--- src/rtl/hilo_muldiv_unit.sv ---
// hilo_muldiv_unit: execute-stage iterative multiply/divide engine that owns
// the HI/LO register pair.
//   CLK, RST             clock, asynchronous active-low reset
//   START_E, DIV_START_E start multiply / divide (sampled in IDLE only)
//   SIGNED_E             1 = signed operation, latched with the start
//   SrcAE, SrcBE         rs / rt operands (SrcAE also carries MTHI/MTLO data)
//   hi_lo_en_E           MTHI/MTLO write strobe (IDLE only, starts win)
//   hi_lo_reg_control_E  MT target: 1 = HI, 0 = LO
//   HI, LO               architectural HI/LO registers
//   BUSY                 high while the engine is not IDLE
//   DONE                 one-cycle pulse when new HI/LO values become visible
module hilo_muldiv_unit (
    input  logic        CLK,
    input  logic        RST,
    input  logic        START_E,
    input  logic        DIV_START_E,
    input  logic        SIGNED_E,
    input  logic [31:0] SrcAE,
    input  logic [31:0] SrcBE,
    input  logic        hi_lo_en_E,
    input  logic        hi_lo_reg_control_E,
    output logic [31:0] HI,
    output logic [31:0] LO,
    output logic        BUSY,
    output logic        DONE
);

    localparam int unsigned DW = 32;
    localparam int unsigned PW = 64;
    localparam int unsigned CW = 5;

    localparam logic [1:0] ST_IDLE = 2'd0;
    localparam logic [1:0] ST_RUN  = 2'd1;
    localparam logic [1:0] ST_FIX  = 2'd2;

    localparam logic [CW-1:0] LAST_ITER = CW'(31);

    logic [1:0]    state_q,  state_d;
    logic [CW-1:0] count_q,  count_d;
    logic          is_div_q, is_div_d;
    logic          signed_q, signed_d;
    logic          sign_a_q, sign_a_d;
    logic          sign_b_q, sign_b_d;
    // Multiply: acc = product, opa = shifted multiplicand, opb = multiplier.
    // Divide:   acc[31:0] = partial remainder, opa[31:0] = divisor,
    //           opb = dividend bits shifting out / quotient bits shifting in.
    logic [PW-1:0] acc_q,    acc_d;
    logic [PW-1:0] opa_q,    opa_d;
    logic [DW-1:0] opb_q,    opb_d;
    logic [DW-1:0] hi_q,     hi_d;
    logic [DW-1:0] lo_q,     lo_d;
    logic          busy_q,   busy_d;
    logic          done_q,   done_d;

    // Operand magnitudes at start time
    logic [DW-1:0] mag_a, mag_b;
    // Restoring-divide step
    logic [DW:0]   rem_shift;
    logic [DW+1:0] trial;
    // Sign-corrected results used on the FIX edge
    logic          res_neg;
    logic [PW-1:0] mul_res;
    logic [DW-1:0] quot_res, rem_res;

    always_comb begin
        mag_a = (SIGNED_E && SrcAE[DW-1]) ? DW'(32'd0 - SrcAE) : SrcAE;
        mag_b = (SIGNED_E && SrcBE[DW-1]) ? DW'(32'd0 - SrcBE) : SrcBE;

        rem_shift = {acc_q[DW-1:0], opb_q[DW-1]};
        trial     = {1'b0, rem_shift} - {2'b00, opa_q[DW-1:0]};

        res_neg  = signed_q && (sign_a_q ^ sign_b_q);
        mul_res  = res_neg ? PW'(64'd0 - acc_q) : acc_q;
        quot_res = res_neg ? DW'(32'd0 - opb_q) : opb_q;
        // Remainder follows the dividend's sign
        rem_res  = sign_a_q ? DW'(32'd0 - acc_q[DW-1:0]) : acc_q[DW-1:0];
    end

    // Next-state and datapath update
    always_comb begin
        state_d  = state_q;
        count_d  = count_q;
        is_div_d = is_div_q;
        signed_d = signed_q;
        sign_a_d = sign_a_q;
        sign_b_d = sign_b_q;
        acc_d    = acc_q;
        opa_d    = opa_q;
        opb_d    = opb_q;
        hi_d     = hi_q;
        lo_d     = lo_q;
        done_d   = 1'b0;

        case (state_q)
            ST_IDLE: begin
                if (START_E || DIV_START_E) begin
                    // Multiply has priority when both starts are raised
                    is_div_d = !START_E;
                    signed_d = SIGNED_E;
                    sign_a_d = SIGNED_E && SrcAE[DW-1];
                    sign_b_d = SIGNED_E && SrcBE[DW-1];
                    acc_d    = '0;
                    opa_d    = PW'(START_E ? mag_a : mag_b);
                    opb_d    = START_E ? mag_b : mag_a;
                    count_d  = '0;
                    state_d  = ST_RUN;
                end else if (hi_lo_en_E) begin
                    if (hi_lo_reg_control_E) begin
                        hi_d = SrcAE;
                    end else begin
                        lo_d = SrcAE;
                    end
                end
            end

            ST_RUN: begin
                count_d = CW'(count_q + CW'(1));
                if (is_div_q) begin
                    // Quotient bit is 1 when the trial subtraction does not go negative
                    if (!trial[DW+1]) begin
                        acc_d = PW'(trial[DW:0]);
                        opb_d = {opb_q[DW-2:0], 1'b1};
                    end else begin
                        acc_d = PW'(rem_shift);
                        opb_d = {opb_q[DW-2:0], 1'b0};
                    end
                end else begin
                    acc_d = acc_q + (opb_q[0] ? opa_q : '0);
                    opa_d = {opa_q[PW-2:0], 1'b0};
                    opb_d = {1'b0, opb_q[DW-1:1]};
                end
                if (count_q == LAST_ITER) begin
                    state_d = ST_FIX;
                end
            end

            ST_FIX: begin
                if (is_div_q) begin
                    hi_d = rem_res;
                    lo_d = quot_res;
                end else begin
                    hi_d = mul_res[PW-1:DW];
                    lo_d = mul_res[DW-1:0];
                end
                done_d  = 1'b1;
                state_d = ST_IDLE;
            end

            default: begin
                state_d = ST_IDLE;
            end
        endcase

        busy_d = (state_d != ST_IDLE);
    end

    // State register
    always_ff @(posedge CLK or negedge RST) begin
        if (!RST) begin
            state_q  <= ST_IDLE;
            count_q  <= '0;
            is_div_q <= 1'b0;
            signed_q <= 1'b0;
            sign_a_q <= 1'b0;
            sign_b_q <= 1'b0;
            acc_q    <= '0;
            opa_q    <= '0;
            opb_q    <= '0;
            hi_q     <= '0;
            lo_q     <= '0;
            busy_q   <= 1'b0;
            done_q   <= 1'b0;
        end else begin
            state_q  <= state_d;
            count_q  <= count_d;
            is_div_q <= is_div_d;
            signed_q <= signed_d;
            sign_a_q <= sign_a_d;
            sign_b_q <= sign_b_d;
            acc_q    <= acc_d;
            opa_q    <= opa_d;
            opb_q    <= opb_d;
            hi_q     <= hi_d;
            lo_q     <= lo_d;
            busy_q   <= busy_d;
            done_q   <= done_d;
        end
    end

    assign HI   = hi_q;
    assign LO   = lo_q;
    assign BUSY = busy_q;
    assign DONE = done_q;

endmodule
--- config.mk ---
export PLATFORM = sky130hd
export DESIGN_NAME = hilo_muldiv_unit
export DESIGN_NICKNAME = d
export VERILOG_FILES = /design/src/rtl/hilo_muldiv_unit.sv
export SDC_FILE = /design/constraint.sdc
export NUM_CORES = 1
export LEC_CHECK = 0
export CORE_ASPECT_RATIO = 1.2
export CORE_MARGIN = 10
export CORE_UTILIZATION = 60
export DETAILED_ROUTE_END_ITERATION = 6
export GPL_ROUTABILITY_DRIVEN = 0
export HOLD_SLACK_MARGIN = 0.12
export PLACE_DENSITY = 0.79
export SETUP_SLACK_MARGIN = 0.3
export SYNTH_ARGS = -nofsm -noshare
export SYNTH_HDL_FRONTEND = slang
export SYNTH_SLANG_ARGS = --single-unit
--- constraint.sdc ---
create_clock -name CLK -period 4.5 [get_ports CLK]
set_input_delay 0.45 -clock CLK [delete_from_list [all_inputs] [get_ports CLK]]
set_output_delay 0.45 -clock CLK [all_outputs]
set_load 0.05 [all_outputs]
# --- Word-level counts from Yosys, hierarchy flattened ---
# Cells that the tools add are included.
word_totals:
  elab_cells: 80
  in_bits: 71
  out_inout_bits: 66
  ff_bits: 237
op_classes:
  muxes: 35
  eq_ne: 9
  add_sub_neg: 8
  n_reduce_logical: 14
  bitwise: 1
op_table:
  columns: ["cell", "count"]
  rows:
  - ["$mux W32", 16]
  - ["$mux W64", 6]
  - ["$pmux W64 S2", 2]
  - ["$pmux W32 S2", 3]
  - ["$sub A1 B32 Y32 const A", 4]
  - ["$add A64 B64 Y64", 1]
  - ["$sub A1 B64 Y64 const A", 1]
  - ["$sub A33 B32 Y34", 1]
  - ["$mux W33", 1]
  - ["$ne A2 B2 Y1 const B", 6]
  - ["$pmux W5 S2", 1]
  - ["$reduce_and A4 Y1", 2]
  - ["$reduce_bool A2 Y1", 3]
  - ["$add A5 B1 Y5 const B", 1]
  - ["$eq A5 B5 Y1 const B", 1]
  - ["$mux W5", 1]
  - ["$mux W2", 2]
  - ["$pmux W2 S2", 1]
  - ["$reduce_and A2 Y1", 2]
  - ["$logic_and A1 B1 Y1", 3]
  - ["$reduce_and A3 Y1", 1]
  - ["$eq A2 B1 Y1 const B", 1]
  - ["$eq A2 B2 Y1 const B", 1]
  - ["$logic_not A2 Y1", 1]
  - ["other kinds (4)", 5]

# --- Longest topological paths before layout ---
# Gate-level depths: netlist of the first run.
depth:
  depth_word: 5
  depth_mapped: 15
  depth_no_buf: 13

# --- Worst setup path before layout of the first run ---
# No wires, ideal clock.
synth_timing:
  path_kind: "flip-flop to flip-flop"
  startpoint: "register opb_q[0]"
  endpoint: "register acc_q[54]"
  synth_period_minus_slack_ns: 3.637
  path_stages_with_launch: 14
  path_slack_ns: 0.863
  path_buffers: 2
  required_time_ns: 4.378
  arrival_time_ns: 3.515
  setup_ns: 0.122
  cell_sequence: "dfrtp_1 clkbuf_1 clkbuf_1 nand2_1 fa_1 nor2b_1 o2111ai_1 a21boi_0 o311ai_1 a2111oi_0 o211ai_1 a21oi_2 o21ai_0 a32o_1"
synth_between:
  elab_chain_len: 4
synth_lines:
  columns: ["element", "line", "text"]
  rows:
  - ["start: declaration", "49", "logic [DW-1:0] opb_q, opb_d;"]
  - ["start signal: assignment", "182", "opb_q <= opb_d;"]
  - ["$mux W64", "128", "acc_d = acc_q + (opb_q[0] ? opa_q : '0);"]
  - ["$add A64 B64 Y64", "128", null]
  - ["$mux W64", "118", "if (is_div_q) begin"]
  - ["$pmux W64 S2", "94", "case (state_q)"]
  - ["end signal: assignment", "166", "acc_q <= '0;"]
  - ["end signal: assignment", "180", "acc_q <= acc_d;"]
  - ["end: declaration", "47", "logic [PW-1:0] acc_q, acc_d;"]
# No other way between the ends.
# A chain may end at the register's enable or synchronous reset.

# --- Worst setup path in the final report of the first run ---
layout_timing:
  startpoint: "register opb_q[0]"
  endpoint: "register acc_q[60]"
# Same word-level chain as after synthesis.

==> results of run 1 <==
-- synth_stat cells (73+ instances only) --
master and n:
a211oi_1 73, a21oi_1 267, clkbuf_1 166, dfrtp_1 237, ha_1 101, inv_1 80
nand2_1 317, nand3_1 75, nor2_1 246, o21ai_0 212, xnor2_1 138, xor2_1 106
-- where the power goes --
part / internal, mW / total (mW) / leakage [nW] / switching [mW]
Combinational: 5.02 / 13.3 / 6.76 / 8.30
Sequential: 3.04 / 4.40 / 2.93 / 1.36
Clock: 1.33 / 2.27 / 0.427 / 0.936
Total: 9.38 / 20.0 / 10.1 / 10.6
-- flip-flops by register name, indices dropped and copies added, names as in the netlist --
signal / count
sign_a_q: 1
opa_q: 64
signed_q: 1
DONE: 1
acc_q: 64
opb_q: 32
state_q: 2
LO: 32
count_q: 5
HI: 32
BUSY: 1
sign_b_q: 1
is_div_q: 1
-- area by class of cell --
class,instances,area [um2]
inverter,81,308
clock inverter,8,121
clock buffer,37,753
fill,2931,11200
multi-input combinational,2288,14600
sequential,237,5930
timing repair buffer,175,1710
tap,462,578
-- critical path, stage by stage (launching register included) --
cell	delay (ns)
dfrtp_1	0.43
clkinvlp_4	0.30
nor2_1	0.20
ha_1	0.30
a21o_1	0.21
a21oi_1	0.22
a21boi_1	0.19
o31ai_1	0.61
a2111oi_4	0.20
o211ai_1	0.43
a21boi_0	0.19
or3_1	0.38
a32o_1	0.25
-- cell families (layout without fill, tap and decap cells) --
| group | count (synthesis) | count (layout) | share of synthesized area, % |
|---|---|---|---|
| buf+inv | 274 | 301 | 4.85 |
| mux | 61 | 61 | 3.00 |
| xor+xnor | 244 | 244 | 9.94 |
| flops | 237 | 237 | 27.6 |
| simple gates | 945 | 945 | 20.9 |
| fa+ha+maj | 103 | 103 | 6.06 |
| compound gates | 935 | 935 | 27.7 |
-- stage by stage --
stage,util [%],worst slack [ns],area [um2],hold slack [ns]
after floorplan,-,0.863,21500,0.154
after global placement,65.7,0.428,23100,0.462
after detailed placement,65.7,0.307,23100,0.469
after CTS,68.2,0.320,24000,0.438
after global routing,68.3,0.262,24000,0.483
final,68.3,0.467,24000,0.450
-- repair_timing --
action | in CTS | in global routing
gates resized for setup | 0 | 7
hold buffers | 1 | 0
setup endpoints to repair | 0 | 14
hold endpoints to repair | 107 | 0
setup buffers | 0 | 0
-- per-layer routing --
metal  GRT usage, %  share of wire, %  vias up
li1               -                 -    10200
met2           55.0                46     1338
met5              0                 0        -
met1           42.8                37    10700
met3           6.14               9.8      305
met4           24.4               7.5        0
-- worst paths after layout --
kind	end	slack (ns)	cells past startpoint
min in group asynchronous	count_q[2]$_DFFE_PN0P_	0.55	2
hold / removal	opb_q[30]$_DFFE_PN0P_	0.45	3
setup / recovery	acc_q[60]$_DFFE_PN0P_	0.47	12
hold reg to reg	LO[7]$_DFFE_PN0P_	0.47	2
max in group asynchronous	opa_q[33]$_DFFE_PN0P_	2.85	3
setup reg to reg	acc_q[60]$_DFFE_PN0P_	0.47	12
==> results.json, run 1 <==
{
  "hold_viol": 0,
  "die_width_um": 193,
  "path_class": "flop to flop",
  "area_growth_pct": 11.7,
  "cts_buffer_depth": 3,
  "finalSetupViolCount": 0,
  "cts_root_buffer": "clkbuf_16",
  "gr-total-overflow": 0,
  "tns_ns": 0,
  "synth_fp_nets": 2973,
  "start_util_pct": 61.1,
  "p_leak_nw": 10.1,
  "period_share_pct": 89.6,
  "yosys.area.top_type": "dfrtp_1",
  "hpwl_um": 58600,
  "drv_cap": 0,
  "portBuffers": 136,
  "end_kind": "flop",
  "grt_pass1_wl_um": 121000,
  "layout-drive-gt1-share_pct": 4.95,
  "required_ns": 4.96,
  "grt_pass1_vias": 21400,
  "cts_tree": "yes",
  "wl_per_cell_um": 24.0,
  "synth_area_mm2": 0.0215,
  "layout_common_cells": "317 x nand2_1, 266 x a21oi_1, 243 x nor2_1",
  "grt_use_total_pct": 35.0,
  "core_area_mm2": 0.0352,
  "clk_pin_slew_ns": 0.06,
  "finClkSkew_ns": 0.0297,
  "ys.flop_type": "dfrtp_1",
  "layout.cells.non_filler": 3288,
  "cp.arrival_ns": 4.49,
  "r2r-start": "opb_q[0]$_DFFE_PN0P_",
  "pin_count": 137,
  "antenna_found_initial": 1,
  "synth_top_area_share_pct": 27.6,
  "synth.distinct_cells": 86,
  "yosysSeqAreaShare_pct": 27.6,
  "synth_area_leaders": "dfrtp_1 28%, a21oi_1 6.2%, ha_1 5.9%, xnor2_1 5.6%, nand2_1 5.5%",
  "hold_class": "primary input to flop",
  "die_h_um": 227,
  "final_antenna_net_count": 0,
  "final_nets": 2984,
  "drc_errors": 0,
  "diodes": 0,
  "status": "finished clean",
  "routed_via_density": 6.84,
  "slew_violations": 0,
  "slew_headroom_pct": 31.1,
  "synth-async-reset-ratio_pct": 100,
  "critPathLaunch": "opb_q[0]$_DFFE_PN0P_",
  "drtIter0Drc": 3149,
  "synth.avg_cell_area_um2": 7.68,
  "htree_levels": 1,
  "critPathMaxFanout": 13,
  "rsz0062_at_grt": "false",
  "hold_path.startpoint": "START_E",
  "power_density_mw_per_mm2": 832,
  "mostFrequentLayoutCell": "nand2_1",
  "synth_seq_cells": 237,
  "fmax_ghz": 0.248,
  "fin_crit_ns": 4.03,
  "routed_wl_um": 78800,
  "row_count": 75,
  "critPathLaunchType": "flop",
  "clock-sinks": 237,
  "drt-pass1-iter-count": 6,
  "yosys_warnings": 0,
  "insertion_delay_ns": 0.58,
  "syn-instance-count": 2799,
  "peakVddDrop_v": 0.000539,
  "cts_made_buffers": 27,
  "synth_edf_count": 0,
  "grt_max_degree": 110,
  "num_vias": 22500,
  "worst_slew_pin_slew_ns": 1.03,
  "die_area_mm2": 0.0438,
  "placed_cells": 3242,
  "finalPower_mw": 20.0
}
(Power assumes the default switching activity.)
==> run 2, diff against run 1 <==
--- a/config.mk
+++ b/config.mk
@@ -11,7 +11,7 @@
 export DETAILED_ROUTE_END_ITERATION = 6
 export GPL_ROUTABILITY_DRIVEN = 0
 export HOLD_SLACK_MARGIN = 0.12
-export PLACE_DENSITY = 0.79
+export PLACE_DENSITY = 0.92
 export SETUP_SLACK_MARGIN = 0.3
 export SYNTH_ARGS = -nofsm -noshare
 export SYNTH_HDL_FRONTEND = slang
==> results.json, run 2 (synthesized netlist as in run 1, its figures left out) <==
{
  "critPathMaxFanout": 10,
  "wl_per_cell_um": 25.0,
  "r2r-end": "acc_q[27]$_DFFE_PN0P_",
  "path_class": "flop to flop",
  "status": "complete, but fails checks",
  "drt-pass1-iter-count": 7,
  "peakVddDrop_v": 0.000422,
  "grt_pass1_wl_um": 127000,
  "end_kind": "flop",
  "critPathLaunch": "acc_q[24]$_DFFE_PN0P_",
  "final_nets": 2989,
  "rsz0062_at_grt": "false",
  "mostFrequentLayoutCell": "nand2_1",
  "routed_via_density": 7.23,
  "r2r_cells": 9,
  "gr-total-overflow": 0,
  "busiest_layer": "met2",
  "routed_wl_um": 82500,
  "row_count": 75,
  "reg_top3": "acc_q x64, opa_q x64",
  "core_area_mm2": 0.0352,
  "drtIter0Drc": 4249,
  "start_util_pct": 61.1,
  "insertion_delay_ns": 0.59,
  "period_share_pct": 91.2,
  "fin_crit_ns": 4.11,
  "crit_path_cell_trace": "ha_1 -> nand2_1 -> nor3_1 -> nand2_1 -> a211oi_1 -> a211o_1 -> nand2_1 -> or4_1 -> nand3_1",
  "hpwl_um": 57700,
  "die_area_mm2": 0.0438,
  "cts_made_buffers": 27,
  "die_h_um": 227,
  "die_width_um": 193,
  "grt_pass1_vias": 22600,
  "cpMostUsedCell": "nand2_1",
  "cp.arrival_ns": 4.62,
  "finClkSkew_ns": 0.0308,
  "drc_errors": 24,
  "r2r-start": "acc_q[24]$_DFFE_PN0P_",
  "antenna_found_initial": 3,
  "grt_util_met3_pct": 13.1,
  "use_met2_pct": 55.0,
  "slowest_delay_ns": 0.62,
  "grt_max_degree": 113,
  "hold_class": "primary input to asynchronous set/reset pin",
  "area_growth_pct": 11.9,
  "violations": "design-rule violations",
  "power_density_mw_per_mm2": 842,
  "ff2ff_setup_slack_ns": 0.39,
  "slew_headroom_pct": 5.10,
  "fillers": 2623,
  "crit_end": "acc_q[27]$_DFFE_PN0P_",
  "hold_viol": 0,
  "p_leak_nw": 10.1,
  "finalPower_mw": 20.3,
  "portBuffers": 136,
  "pin_count": 137,
  "slew_violations": 0,
  "tns_ns": 0,
  "layout-drive-gt1-share_pct": 5.26,
  "required_ns": 5.02,
  "cts_tree": "yes",
  "cts_root_buffer": "clkbuf_16",
  "clk_pin_slew_ns": 0.06,
  "final_antenna_net_count": 0,
  "slowest_stage": "or4_1",
  "worst_slew_pin_slew_ns": 1.41,
  "clock-sinks": 237,
  "drv_cap": 0,
  "num_vias": 23800,
  "critPathLaunchType": "flop",
  "fmax_ghz": 0.244,
  "cts_buffer_depth": 3,
  "layout_common_cells": "317 x nand2_1, 267 x a21oi_1, 243 x nor2_1",
  "multi_input_area_mm2": 0.0146,
  "area.sequential_mm2": 0.00593,
  "use_met1_pct": 41.4,
  "finalSetupViolCount": 0,
  "grt_use_total_pct": 36.7,
  "htree_levels": 1
}
run 2: final cells by class:
class | instances | share of cell area (%)
multi-input combinational | 2288 | 60.8
sequential | 237 | 24.7
timing repair buffer | 180 | 7.09
clock buffer | 39 | 3.29
tap | 462 | 2.40
inverter | 81 | 1.28
clock inverter | 7 | 0.400
antenna | 3 | 0.0312
run 2: worst min-delay path by stage:
stage | from | end | slack, ns | cells after the start
global route | LO[16]$_DFFE_PN0P_ | LO[16]$_DFFE_PN0P_ | 0.50 | 2
global placement | LO[9]$_DFFE_PN0P_ | LO[9]$_DFFE_PN0P_ | 0.46 | 2
CTS | LO[27]$_DFFE_PN0P_ | LO[27]$_DFFE_PN0P_ | 0.48 | 2
detailed placement | LO[8]$_DFFE_PN0P_ | LO[8]$_DFFE_PN0P_ | 0.47 | 2
finish | RST | count_q[2]$_DFFE_PN0P_ | 0.45 | 2
floorplan | RST | BUSY$_DFF_PN0_ | 0.15 | 0
run 2: power breakdown:
group          total (mW)  switching, mW  internal, mW
logic                13.5           8.48          4.99
clock network        2.29          0.968          1.32
registers            4.49           1.46          3.03
total                20.3           10.9          9.34
run 2: metal layers:
layer  share of wire, %  vias to the layer above
li1                   -                    10200
met1                 33                    10900
met2                 43                     2100
met3                 15                      612
met4                9.9                        6
met5               0.19                        -
run 2: what timing repair did:
| action | in CTS | in global routing |
|---|---|---|
| setup buffers | 0 | 0 |
| gates resized for setup | 0 | 10 |
| hold endpoints to repair | 109 | 0 |
| hold buffers | 1 | 0 |
| endpoints found under the setup margin | 0 | 22 |
run 2: per-stage QoR:
stage	hold WS [ns]	cells	util, %	cell area (um2)	worst slack (ns)
finish	0.455	3297	68.4	24100	0.395
global route	0.495	3295	68.4	24100	0.280
CTS	0.483	3292	68.2	24000	0.350
detailed placement	0.469	3245	65.6	23100	0.378
global placement	0.459	3245	65.6	23100	0.519
floorplan	0.154	2799	-	21500	0.863
run 2: worst max-delay path, delay by kind of cell, from the launching register on:
kind            cells  cell delay (ns)
compound gates      2             0.97
fa+ha+maj           1             0.51
flops               1             0.59
simple gates        6             1.97
